### src/rtl/somador_serial.sv
// Bit-serial adder/subtractor: one full-adder stage, LSB first,
// WIDTH cycles per operation, registered result and flags.
module somador_serial #(
    parameter int WIDTH = 8
) (
    input  logic             clk,
    input  logic             rst_n,
    input  logic             start,
    input  logic [WIDTH-1:0] a,
    input  logic [WIDTH-1:0] b,
    input  logic             cin,
    input  logic             sub,
    output logic [WIDTH-1:0] s,
    output logic             cout,
    output logic             overflow,
    output logic             busy,
    output logic             done
);

    localparam int CW = (WIDTH > 1) ? $clog2(WIDTH) : 1;
    localparam logic [CW-1:0] LAST = CW'(WIDTH - 1);

    typedef enum logic [1:0] {
        IDLE,
        RUN,
        DONE
    } state_t;

    state_t           state_q, state_d;
    logic [WIDTH-1:0] a_q, a_d;
    logic [WIDTH-1:0] b_q, b_d;
    logic [WIDTH-1:0] acc_q, acc_d;
    logic [WIDTH-1:0] s_q, s_d;
    logic [CW-1:0]    cnt_q, cnt_d;
    logic             c_q, c_d;
    logic             cout_q, cout_d;
    logic             ovf_q, ovf_d;
    logic             busy_q, busy_d;
    logic             done_q, done_d;

    logic fa_sum;
    logic fa_cry;

    // Operands shift right so the active bit is always bit 0.
    always_comb begin
        fa_sum = a_q[0] ^ b_q[0] ^ c_q;
        fa_cry = (a_q[0] & b_q[0]) | (a_q[0] & c_q) | (b_q[0] & c_q);
    end

    // Next-state and datapath: latch on start, one bit per RUN cycle.
    always_comb begin
        state_d = state_q;
        a_d     = a_q;
        b_d     = b_q;
        acc_d   = acc_q;
        s_d     = s_q;
        cnt_d   = cnt_q;
        c_d     = c_q;
        cout_d  = cout_q;
        ovf_d   = ovf_q;
        busy_d  = busy_q;
        done_d  = 1'b0;
        unique case (state_q)
            IDLE, DONE: begin
                state_d = IDLE;
                if (start) begin
                    state_d = RUN;
                    a_d     = a;
                    // Subtract is a + ~b + 1; cin plays no part then.
                    b_d     = sub ? ~b : b;
                    c_d     = sub ? 1'b1 : cin;
                    cnt_d   = '0;
                    acc_d   = '0;
                    busy_d  = 1'b1;
                end
            end
            RUN: begin
                a_d   = a_q >> 1;
                b_d   = b_q >> 1;
                c_d   = fa_cry;
                cnt_d = cnt_q + CW'(1);
                acc_d = acc_q >> 1;
                acc_d[WIDTH-1] = fa_sum;
                if (cnt_q == LAST) begin
                    // c_q is the carry into the MSB here.
                    s_d     = acc_d;
                    cout_d  = fa_cry;
                    ovf_d   = c_q ^ fa_cry;
                    cnt_d   = '0;
                    busy_d  = 1'b0;
                    done_d  = 1'b1;
                    state_d = DONE;
                end
            end
            default: state_d = IDLE;
        endcase
    end

    // State registers; reset clears everything at once.
    always_ff @(posedge clk or negedge rst_n) begin
        if (!rst_n) begin
            state_q <= IDLE;
            a_q     <= '0;
            b_q     <= '0;
            acc_q   <= '0;
            s_q     <= '0;
            cnt_q   <= '0;
            c_q     <= 1'b0;
            cout_q  <= 1'b0;
            ovf_q   <= 1'b0;
            busy_q  <= 1'b0;
            done_q  <= 1'b0;
        end else begin
            state_q <= state_d;
            a_q     <= a_d;
            b_q     <= b_d;
            acc_q   <= acc_d;
            s_q     <= s_d;
            cnt_q   <= cnt_d;
            c_q     <= c_d;
            cout_q  <= cout_d;
            ovf_q   <= ovf_d;
            busy_q  <= busy_d;
            done_q  <= done_d;
        end
    end

    assign s        = s_q;
    assign cout     = cout_q;
    assign overflow = ovf_q;
    assign busy     = busy_q;
    assign done     = done_q;

endmodule

### config.mk
export PLATFORM = sky130hd
export DESIGN_NAME = somador_serial
export DESIGN_NICKNAME = d
export VERILOG_FILES = /design/src/rtl/somador_serial.sv
export SDC_FILE = /design/constraint.sdc
export NUM_CORES = 1
export LEC_CHECK = 0
export CAP_MARGIN = 20
export CORE_ASPECT_RATIO = 1.4
export CORE_UTILIZATION = 50
export DETAILED_ROUTE_END_ITERATION = 16
export PLACE_DENSITY = 0.87
export SLEW_MARGIN = 20
export SYNTH_ARGS = -nofsm -noshare
export SYNTH_HDL_FRONTEND = slang
export SYNTH_SLANG_ARGS = --single-unit
### constraint.sdc
create_clock -name clk -period 2.4 [get_ports clk]
set_clock_uncertainty 0.15 [all_clocks]
set_input_delay 0.48 -clock clk [delete_from_list [all_inputs] [get_ports clk]]
set_output_delay 0.48 -clock clk [all_outputs]
set_load 0.03 [all_outputs]
======== After elaboration in Yosys (flattened, before gate mapping) ========
Cells that the tools add are included.
storage, ports and cells
  word-level logic and storage cells ...... 53
  register bits after elaboration ......... 42
  output and inout port bits .............. 12
  input bits .............................. 21
cells by class
  equality and inequality tests ........... 5
  bitwise operators ....................... 9
  reductions and logical operators ........ 6
  muxes and demuxes ....................... 21
  add/sub/neg operators ................... 1
operators with widths
  cell                                                              number
  8-bit case mux with 2 select lines                                3
  8-bit 2-to-1 mux                                                  4
  8-bit inverter                                                    1
  1-bit 2-to-1 mux                                                  7
  3-bit 2-to-1 mux                                                  2
  3-bit case mux with 2 select lines                                1
  2-bit != test (second input constant)                             2
  1-bit case mux with 2 select lines                                2
  2-bit case mux with 2 select lines                                1
  2-bit AND reduction                                               2
  3-bit by 1-bit adder with 3-bit output (second input constant)    1
  1-bit AND                                                         3
  3-bit == test (second input constant)                             1
  3-bit AND reduction                                               1
  1-bit XOR                                                         3
  2-bit by 1-bit == test with 1-bit output (second input constant)  1
  2-bit == test (second input constant)                             1
  2-bit logical NOT                                                 1
  2-bit 2-to-1 mux                                                  1
  1-bit bitwise OR                                                  2
  2-bit nonzero test                                                1
  2-bit OR reduction                                                1

======== Depth between registers and ports, before layout ========
Gate-level depths: netlist of the first run.
  depth after elaboration ................. 4
  mapped depth ............................ 6
  depth with buffers taken out ............ 5

======== Least setup slack after synthesis of the first run ========
No wires, ideal clock.
  kind .................................... register to register
  start ................................... register cnt_q[0]
  end ..................................... register cout_q, in the netlist cout
  path buffers ............................ 1
  clock period less this slack ............ 1.757 ns
  cell stages (with the launch flop) ...... 6
  data required time ...................... 2.125 ns
  data arrival time ....................... 1.482 ns
  setup slack ............................. 0.643 ns
  library setup time ...................... 0.125 ns
  path through ............................ dfrtp_1 > ha_1 > ha_1 > nand3b_1 > buf_2 > mux2_2
between the ends
  longest elaborated chain between the ends .. 2
RTL lines
  item                           RTL line  text
  start, declared                34        logic [CW-1:0] cnt_q, cnt_d;
  start signal, assigned         119       cnt_q <= cnt_d;
  3-bit == test                  84        if (cnt_q == LAST) begin
  2-bit AND reduction (no line)  --
  end signal, assigned           121       cout_q <= cout_d;
  end, declared                  36        logic cout_q, cout_d;
Every way passes these cells.
A chain may end at the register's enable or synchronous reset.

======== Final worst setup path of the first run ========
  start ................................... register busy_q, in the netlist busy
  end ..................................... output busy
RTL lines
  item                    RTL line  text
  start, declared         38        logic busy_q, busy_d;
  start signal, assigned  123       busy_q <= busy_d;
  end, declared           16        output logic busy,
No word-level cell between the ends.

==> results of run 1 <==
==> registers in the layout, indices dropped and copies added, names as in the netlist <==
name and count:
done 1, overflow 1, cout 1, b_q 8, acc_q 7, state_q 2, a_q 8, c_q 1
s 8, cnt_q 3, busy 1
==> worst min-delay path by stage <==
stage                          from                    to  slack, ns  cells after the start
2_1_floorplan                 rst_n    a_q[0]$_DFFE_PN0P_       0.03                      0
3_3_place_gp       busy$_DFFE_PN0P_      busy$_DFFE_PN0P_       0.31                      2
3_5_place_dp   overflow$_DFFE_PN0P_  overflow$_DFFE_PN0P_       0.33                      2
4_1_cts                       rst_n      s[6]$_DFFE_PN0P_       0.18                      1
5_1_grt                       rst_n      busy$_DFFE_PN0P_       0.23                      1
6_report                      rst_n      busy$_DFFE_PN0P_       0.16                      1
==> cell families after synthesis <==
group / share of synthesized area [%]
buf+inv: 4.22
simple gates: 8.59
fa+ha+maj: 2.62
compound gates: 14.3
flops: 59.7
xor+xnor: 4.59
mux: 5.90
==> final cells by class <==
class | count | area (µm²) | area share [%]
Clock buffer | 7 | 86.3 | 4.06
Inverter | 2 | 7.51 | 0.353
Multi-Input combinational cell | 83 | 619 | 29.1
Sequential cell | 41 | 1030 | 48.3
Tap cell | 39 | 48.8 | 2.30
Timing Repair Buffer | 35 | 338 | 15.9
==> power by group through the flow <==
stage	logic (W)	registers (W)	clock network, W
after detailed placement	0.00119	0.00120	0
after global placement	0.00113	0.00118	0
after CTS	0.00119	0.00119	0.000463
after floorplan	0.000698	0.00132	0
final	0.00118	0.00119	0.000449
after global routing	0.00130	0.00123	0.000489
==> layout by cell type (no fill, tap or decap) <==
| cell type | Yosys | layout |
|---|---|---|
| dfrtp_1 | 41 | 41 |
| clkdlybuf4s50_1 | 0 | 31 |
| a22o_1 | 11 | 11 |
| nor2_1 | 10 | 10 |
| nand2_1 | 10 | 10 |
| mux2_2 | 9 | 9 |
| xnor2_1 | 8 | 8 |
| a221o_1 | 8 | 8 |
| a22oi_1 | 7 | 7 |
| nand3_1 | 7 | 7 |
| clkbuf_8 | 0 | 6 |
| buf_4 | 2 | 3 |
| inv_1 | 2 | 2 |
| nor2b_1 | 2 | 2 |
| nand2b_1 | 2 | 2 |
| o21ai_0 | 2 | 2 |
| ha_1 | 2 | 2 |
| nand3b_1 | 1 | 1 |
| xor2_1 | 1 | 1 |
| nor3_1 | 1 | 1 |
| a21o_1 | 1 | 1 |
| fa_1 | 1 | 1 |
| clkbuf_1 | 0 | 1 |
| buf_2 | 7 | 1 |
==> through the flow <==
stage	utilization, %	setup slack, ns	hold WS, ns	instance area, µm²
2_1_floorplan	-	0.643	0.0344	1720
3_3_place_gp	64.1	0.266	0.310	2040
3_5_place_dp	64.1	0.164	0.333	2040
4_1_cts	66.8	0.433	0.180	2130
5_1_grt	66.8	0.330	0.227	2130
6_report	66.8	0.456	0.158	2130
==> layer usage <==
metal,vias up,GRT usage [%],share of wire [%]
met3,7,5.73,5.8
li1,544,-,-
met5,-,0,0
met4,0,11.4,3.3
met2,41,30.7,50
met1,574,27.7,41
==> out/qor.yml, run 1 <==
status:
  run_status: "finished clean"
floorplanning:
  core_um2: 3180
  die_height_um: 71.4
  start_util_pct: 54.0
  die_x_um: 51.5
  io-pin-count: 33
  std_cell_rows: 24
  die_area_um2: 3680
critical_path:
  slowest_delay_ns: 0.67
  regToRegStartpoint: "cnt_q[0]$_DFFE_PN0P_"
  critical_path_buf_inv_count: 1
  r2r_end: "s[3]$_DFFE_PN0P_"
  worst-r2r-cell-count: 4
  crit_end: "busy"
  critical_path.startpoint: "busy$_DFFE_PN0P_"
  cp-end-kind: "primary output"
  arrival_ns: 1.31
  r2r_slack_ns: 0.46
  crit_required_ns: 1.77
  cp-start-kind: "register"
  path_depth: 1
  path_class: "reg2out"
  crit_path_cell_trace: "clkdlybuf4s50_1"
  slowest_stage: "clkdlybuf4s50_1"
  critPathTopFamily: "buffers and inverters"
  worstPathMaxFanout: 2
clocking:
  path_clk_slew_ns: 0.07
  cts_num_sinks: 41
  numCtsBuffers: 5
  hold_buffers: 0
  cts_tree: "yes"
  insertion_delay_ns: 0.29
  htreeDepth: 2
  cts-root-buf: "clkbuf_8"
  post_cts_buffers: 0
  clockBufferDepth: 2
  post_cts_resized: 0
timing:
  setup_viol: 0
  slew_violations: 0
  grt_setup_unrepaired: "false"
  fin_tns_setup_ns: 0
  post-route-min-period_ns: 1.94
  slew_headroom_pct: 41.6
  max_freq_ghz: 0.514
  worst_pin_slew_ns: 0.876
  hold_viol_final: 0
  fin_crit_sh_pct: 81.0
yosys:
  yosysTopAreaCellShare_pct: 59.7
  synthCells: 137
  ys_warn_count: 0
  syn-num-nets: 161
  yosysMostFrequentCell: "dfrtp_1"
  ys_seq_area_share_pct: 59.7
  synth_enable_flop_cells: 0
  async_reset_ff_share_pct: 100
  yosysTopAreaCell: "dfrtp_1"
  synth_area_um2: 1720
  ys_top_cells_by_count: "41 x dfrtp_1, 11 x a22o_1, 10 x nand2_1, 10 x nor2_1, 9 x mux2_2"
  syn_avg_cell_area_um2: 12.5
  synth_area_leaders: "dfrtp_1 60%, mux2_2 5.9%, a22o_1 5.6%, a221o_1 4.7%, xnor2_1 4.1%"
  yosys_register_bits: 41
  synth_ff_type: "dfrtp_1"
  netlist-cell-type-count: 23
routing:
  drtAntennaViolNets: 0
  drt-initial-drc-count: 28
  wl_per_cell_um: 15.2
  via_per_inst: 5.63
  via_count: 1166
  drc: 0
  firstDrtPassIters: 4
  routed_wl_mm: 3.16
power:
  switching_power_w: 0.00102
  internal_power_w: 0.00180
  comb_power_share_pct: 41.9
  p_per_area_nw_per_um2: 1320
  p_leak_nw: 0.979
  p_total_w: 0.00282
  clkPwrFrac_pct: 16.0
  pwr-share-seq_pct: 42.2
  peakVddDrop_mv: 0.760
  switching_share_pct: 36.1
cells_and_area:
  layoutNonFillerInstCount: 207
  finalNetCount: 192
  area_delta_synth_final_pct: 23.7
  antennaDiodeCount: 0
  drive_above_1_share_pct: 11.3
  fillers: 253
global_route:
  grt_overflow: 0
  grt_max_degree: 42
  grt_pass1_vias: 1189
  grt_pass1_wl_mm: 5.55
  antenna_found_initial: 0
  grt_use_total_pct: 20.8
min_path:
  hold_class: "in2async"
placement:
  numPortBuffers: 32
  gp_congestion: 0.757
  place_inst: 200
  dp_hpwl_mm: 2.20
flow_run:
  cap_viol_max_count: 0
Power figures use the tool's default switching activity.
==> run 2: changes to the inputs <==
--- a/config.mk
+++ b/config.mk
@@ -7,9 +7,9 @@
 export LEC_CHECK = 0
 export CAP_MARGIN = 20
 export CORE_ASPECT_RATIO = 1.4
-export CORE_UTILIZATION = 50
+export CORE_UTILIZATION = 46
 export DETAILED_ROUTE_END_ITERATION = 16
-export PLACE_DENSITY = 0.87
+export PLACE_DENSITY = 0.85
 export SLEW_MARGIN = 20
 export SYNTH_ARGS = -nofsm -noshare
 export SYNTH_HDL_FRONTEND = slang
==> constraint.sdc (replaced) <==
create_clock -name clk -period 1.6 [get_ports clk]
set_clock_uncertainty 0.15 [all_clocks]
set_input_delay 0.32 -clock clk [delete_from_list [all_inputs] [get_ports clk]]
set_output_delay 0.32 -clock clk [all_outputs]
set_load 0.03 [all_outputs]
==> run 2 against run 1 <==
Net effect:
- the run now ends with setup timing left
- non-clock buffer count grew 13
- critical path depth grew 4
- power grew 60%
- sequential share of layout area shrank 3.8 points
- first-iteration DRC count shrank 3.6%
- sequential cell count is the same
- critical path type is now reg2reg
- critical endpoint is now s[7]$_DFFE_PN0P_
- largest cell class unchanged
- largest power group is now combinational logic
==> out/qor.yml, run 2 (same netlist as run 1, synthesis figures left out) <==
status:
  run_status: "finished with violations"  # was finished clean
  violations: "setup timing"
floorplanning:
  io-pin-count: 33  # unchanged
  start_util_pct: 49.5  # was 54.0%
  core_um2: 3470  # was 3180 µm²
  std_cell_rows: 25  # was 24
  die_area_um2: 3990  # was 3680 µm²
  die_x_um: 53.7  # was 51.5 µm
  die_height_um: 74.3  # was 71.4 µm
timing:
  slew_headroom_pct: 69.2  # was 41.6%
  grt_setup_unrepaired: "true"  # was false
  worst_slack_ns: -0.0392  # was 0.456 ns
  fin_tns_setup_ns: -0.302  # was 0 ns
  max_freq_ghz: 0.610
  setup_viol: 9  # was 0
  fin_crit_sh_pct: 102
  hold_viol_final: 0  # unchanged
  post-route-min-period_ns: 1.64
  slew_violations: 0  # unchanged
  worst_pin_slew_ns: 0.462  # was 0.876 ns
critical_path:
  worstPathMaxFanout: 10  # was 2
  cp-start-kind: "register"  # unchanged
  cp-end-kind: "register"  # was primary output
  path_class: "reg2reg"  # was reg2out
  crit_required_ns: 1.63  # was 1.77 ns
  arrival_ns: 1.67  # was 1.31 ns
cells_and_area:
  multi_input_area_um2: 676  # was 619 µm²
  postLayoutCoreUtil_pct: 66.5  # was 66.8%
  drive_above_1_share_pct: 19.8  # was 11.3%
  most-common-layout-cells: "41 x dfrtp_1, 19 x clkdlybuf4s50_1, 13 x buf_4"  # was 41 x dfrtp_1, 31 x clkdlybuf4s50_1, 11 x a22o_1
  layout.area.seq_um2: 1030  # unchanged
  final_common_cell: "dfrtp_1"  # unchanged
  fillers: 252  # was 253
  area_delta_synth_final_pct: 34.4  # was 23.7%
  antennaDiodeCount: 0  # unchanged
  finalNetCount: 205  # was 192
clocking:
  path_clk_slew_ns: 0.08  # was 0.07 ns
  insertion_delay_ns: 0.30  # was 0.29 ns
  clockBufferDepth: 2  # unchanged
  numCtsBuffers: 5  # unchanged
  htreeDepth: 2  # unchanged
  cts_num_sinks: 41  # unchanged
  cts-root-buf: "clkbuf_8"  # unchanged
  cts_tree: "yes"  # unchanged
global_route:
  antenna_found_initial: 0  # unchanged
  grt_overflow: 0  # unchanged
  grt_pass1_wl_mm: 5.79  # was 5.55 mm
  grt_max_degree: 25  # was 42
  grt_use_total_pct: 20.9  # was 20.8%
  grt_pass1_vias: 1270  # was 1189
min_path:
  hold_class: "reg2reg"  # was in2async
routing:
  via_per_inst: 5.65  # was 5.63
  drc: 0  # unchanged
  via_count: 1255  # was 1166
  drt-initial-drc-count: 27  # was 28
  routed_wl_mm: 3.47  # was 3.16 mm
  drtAntennaViolNets: 0  # unchanged
  firstDrtPassIters: 4  # unchanged
  wl_per_cell_um: 15.6  # was 15.2 µm
placement:
  numPortBuffers: 32  # unchanged
  gp_congestion: 0.723  # was 0.757
  dp_hpwl_mm: 2.56  # was 2.20 mm
power:
  p_per_area_nw_per_um2: 1950  # was 1320 nW/µm²
  peakVddDrop_mv: 1.36  # was 0.760 mV
  p_total_w: 0.00451  # was 0.00282 W
  p_leak_nw: 1.13  # was 0.979 nW
flow_run:
  cap_viol_max_count: 0  # unchanged
run 2: per-stage QoR:
step / std cells / hold slack, ns / instance area [µm²] / setup slack, ns
floorplan: 137 / -0.126 / 1760 / -0.0252
global placement: 212 / 0.121 / 2180 / -0.430
detailed placement: 212 / 0.148 / 2180 / -0.584
CTS: 221 / 0.337 / 2290 / -0.0632
global route: 222 / 0.371 / 2310 / -0.0677
finish: 222 / 0.336 / 2310 / -0.0392
run 2: metal layers:
| layer | vias up | global-route usage [%] | wire (µm) |
|---|---|---|---|
| met2 | 34 | 34.3 | 1860 |
| li1 | 573 | - | - |
| met1 | 638 | 24.6 | 1380 |
| met5 | - | 0 | 0 |
| met4 | 0 | 11.1 | 89 |
| met3 | 10 | 5.52 | 140 |
run 2: what timing repair did:
| action | CTS | global route |
|---|---|---|
| pin swaps | 0 | 0 |
| setup endpoints to repair | 42 | 11 |
| endpoints found under the hold margin | 18 | 0 |
| hold buffers | 1 | 0 |
| resized for setup | 15 | 4 |
| setup buffers | 0 | 1 |
run 2: where the power goes:
part           switching [W]  total, W  internal (W)
clock               0.000342  0.000731      0.000389
combinational       0.000987   0.00198      0.000988
sequential          0.000308   0.00180       0.00149
run 2: layout make-up:
| class | instances | share of cell area [%] |
|---|---|---|
| flip-flops and latches | 41 | 44.4 |
| clock buffers | 7 | 4.17 |
| inverters | 2 | 0.325 |
| well taps | 40 | 2.17 |
| repair buffers | 48 | 19.4 |
| multi-input cells | 83 | 29.3 |
| clock inverters | 1 | 0.217 |
run 2: worst paths after layout:
kind                                       from            endpoint  slack (ns)  cells after the start
max                        cnt_q[1]$_DFFE_PN0P_    s[7]$_DFFE_PN0P_       -0.04                      5
min                            busy$_DFFE_PN0P_    busy$_DFFE_PN0P_        0.34                      2
max reg2reg                cnt_q[1]$_DFFE_PN0P_    s[7]$_DFFE_PN0P_       -0.04                      5
min reg2reg                    busy$_DFFE_PN0P_    busy$_DFFE_PN0P_        0.34                      2
max in group asynchronous                 rst_n  b_q[5]$_DFFE_PN0P_        0.47                      3
min in group asynchronous                 rst_n    s[1]$_DFFE_PN0P_        0.35                      2
run 2: critical path, cell delays in order (launching register included):
cell and delay (ns):
dfrtp_1 0.40, ha_2 0.21, ha_4 0.16, nand3b_1 0.14
buf_12 0.17, mux2_4 0.30
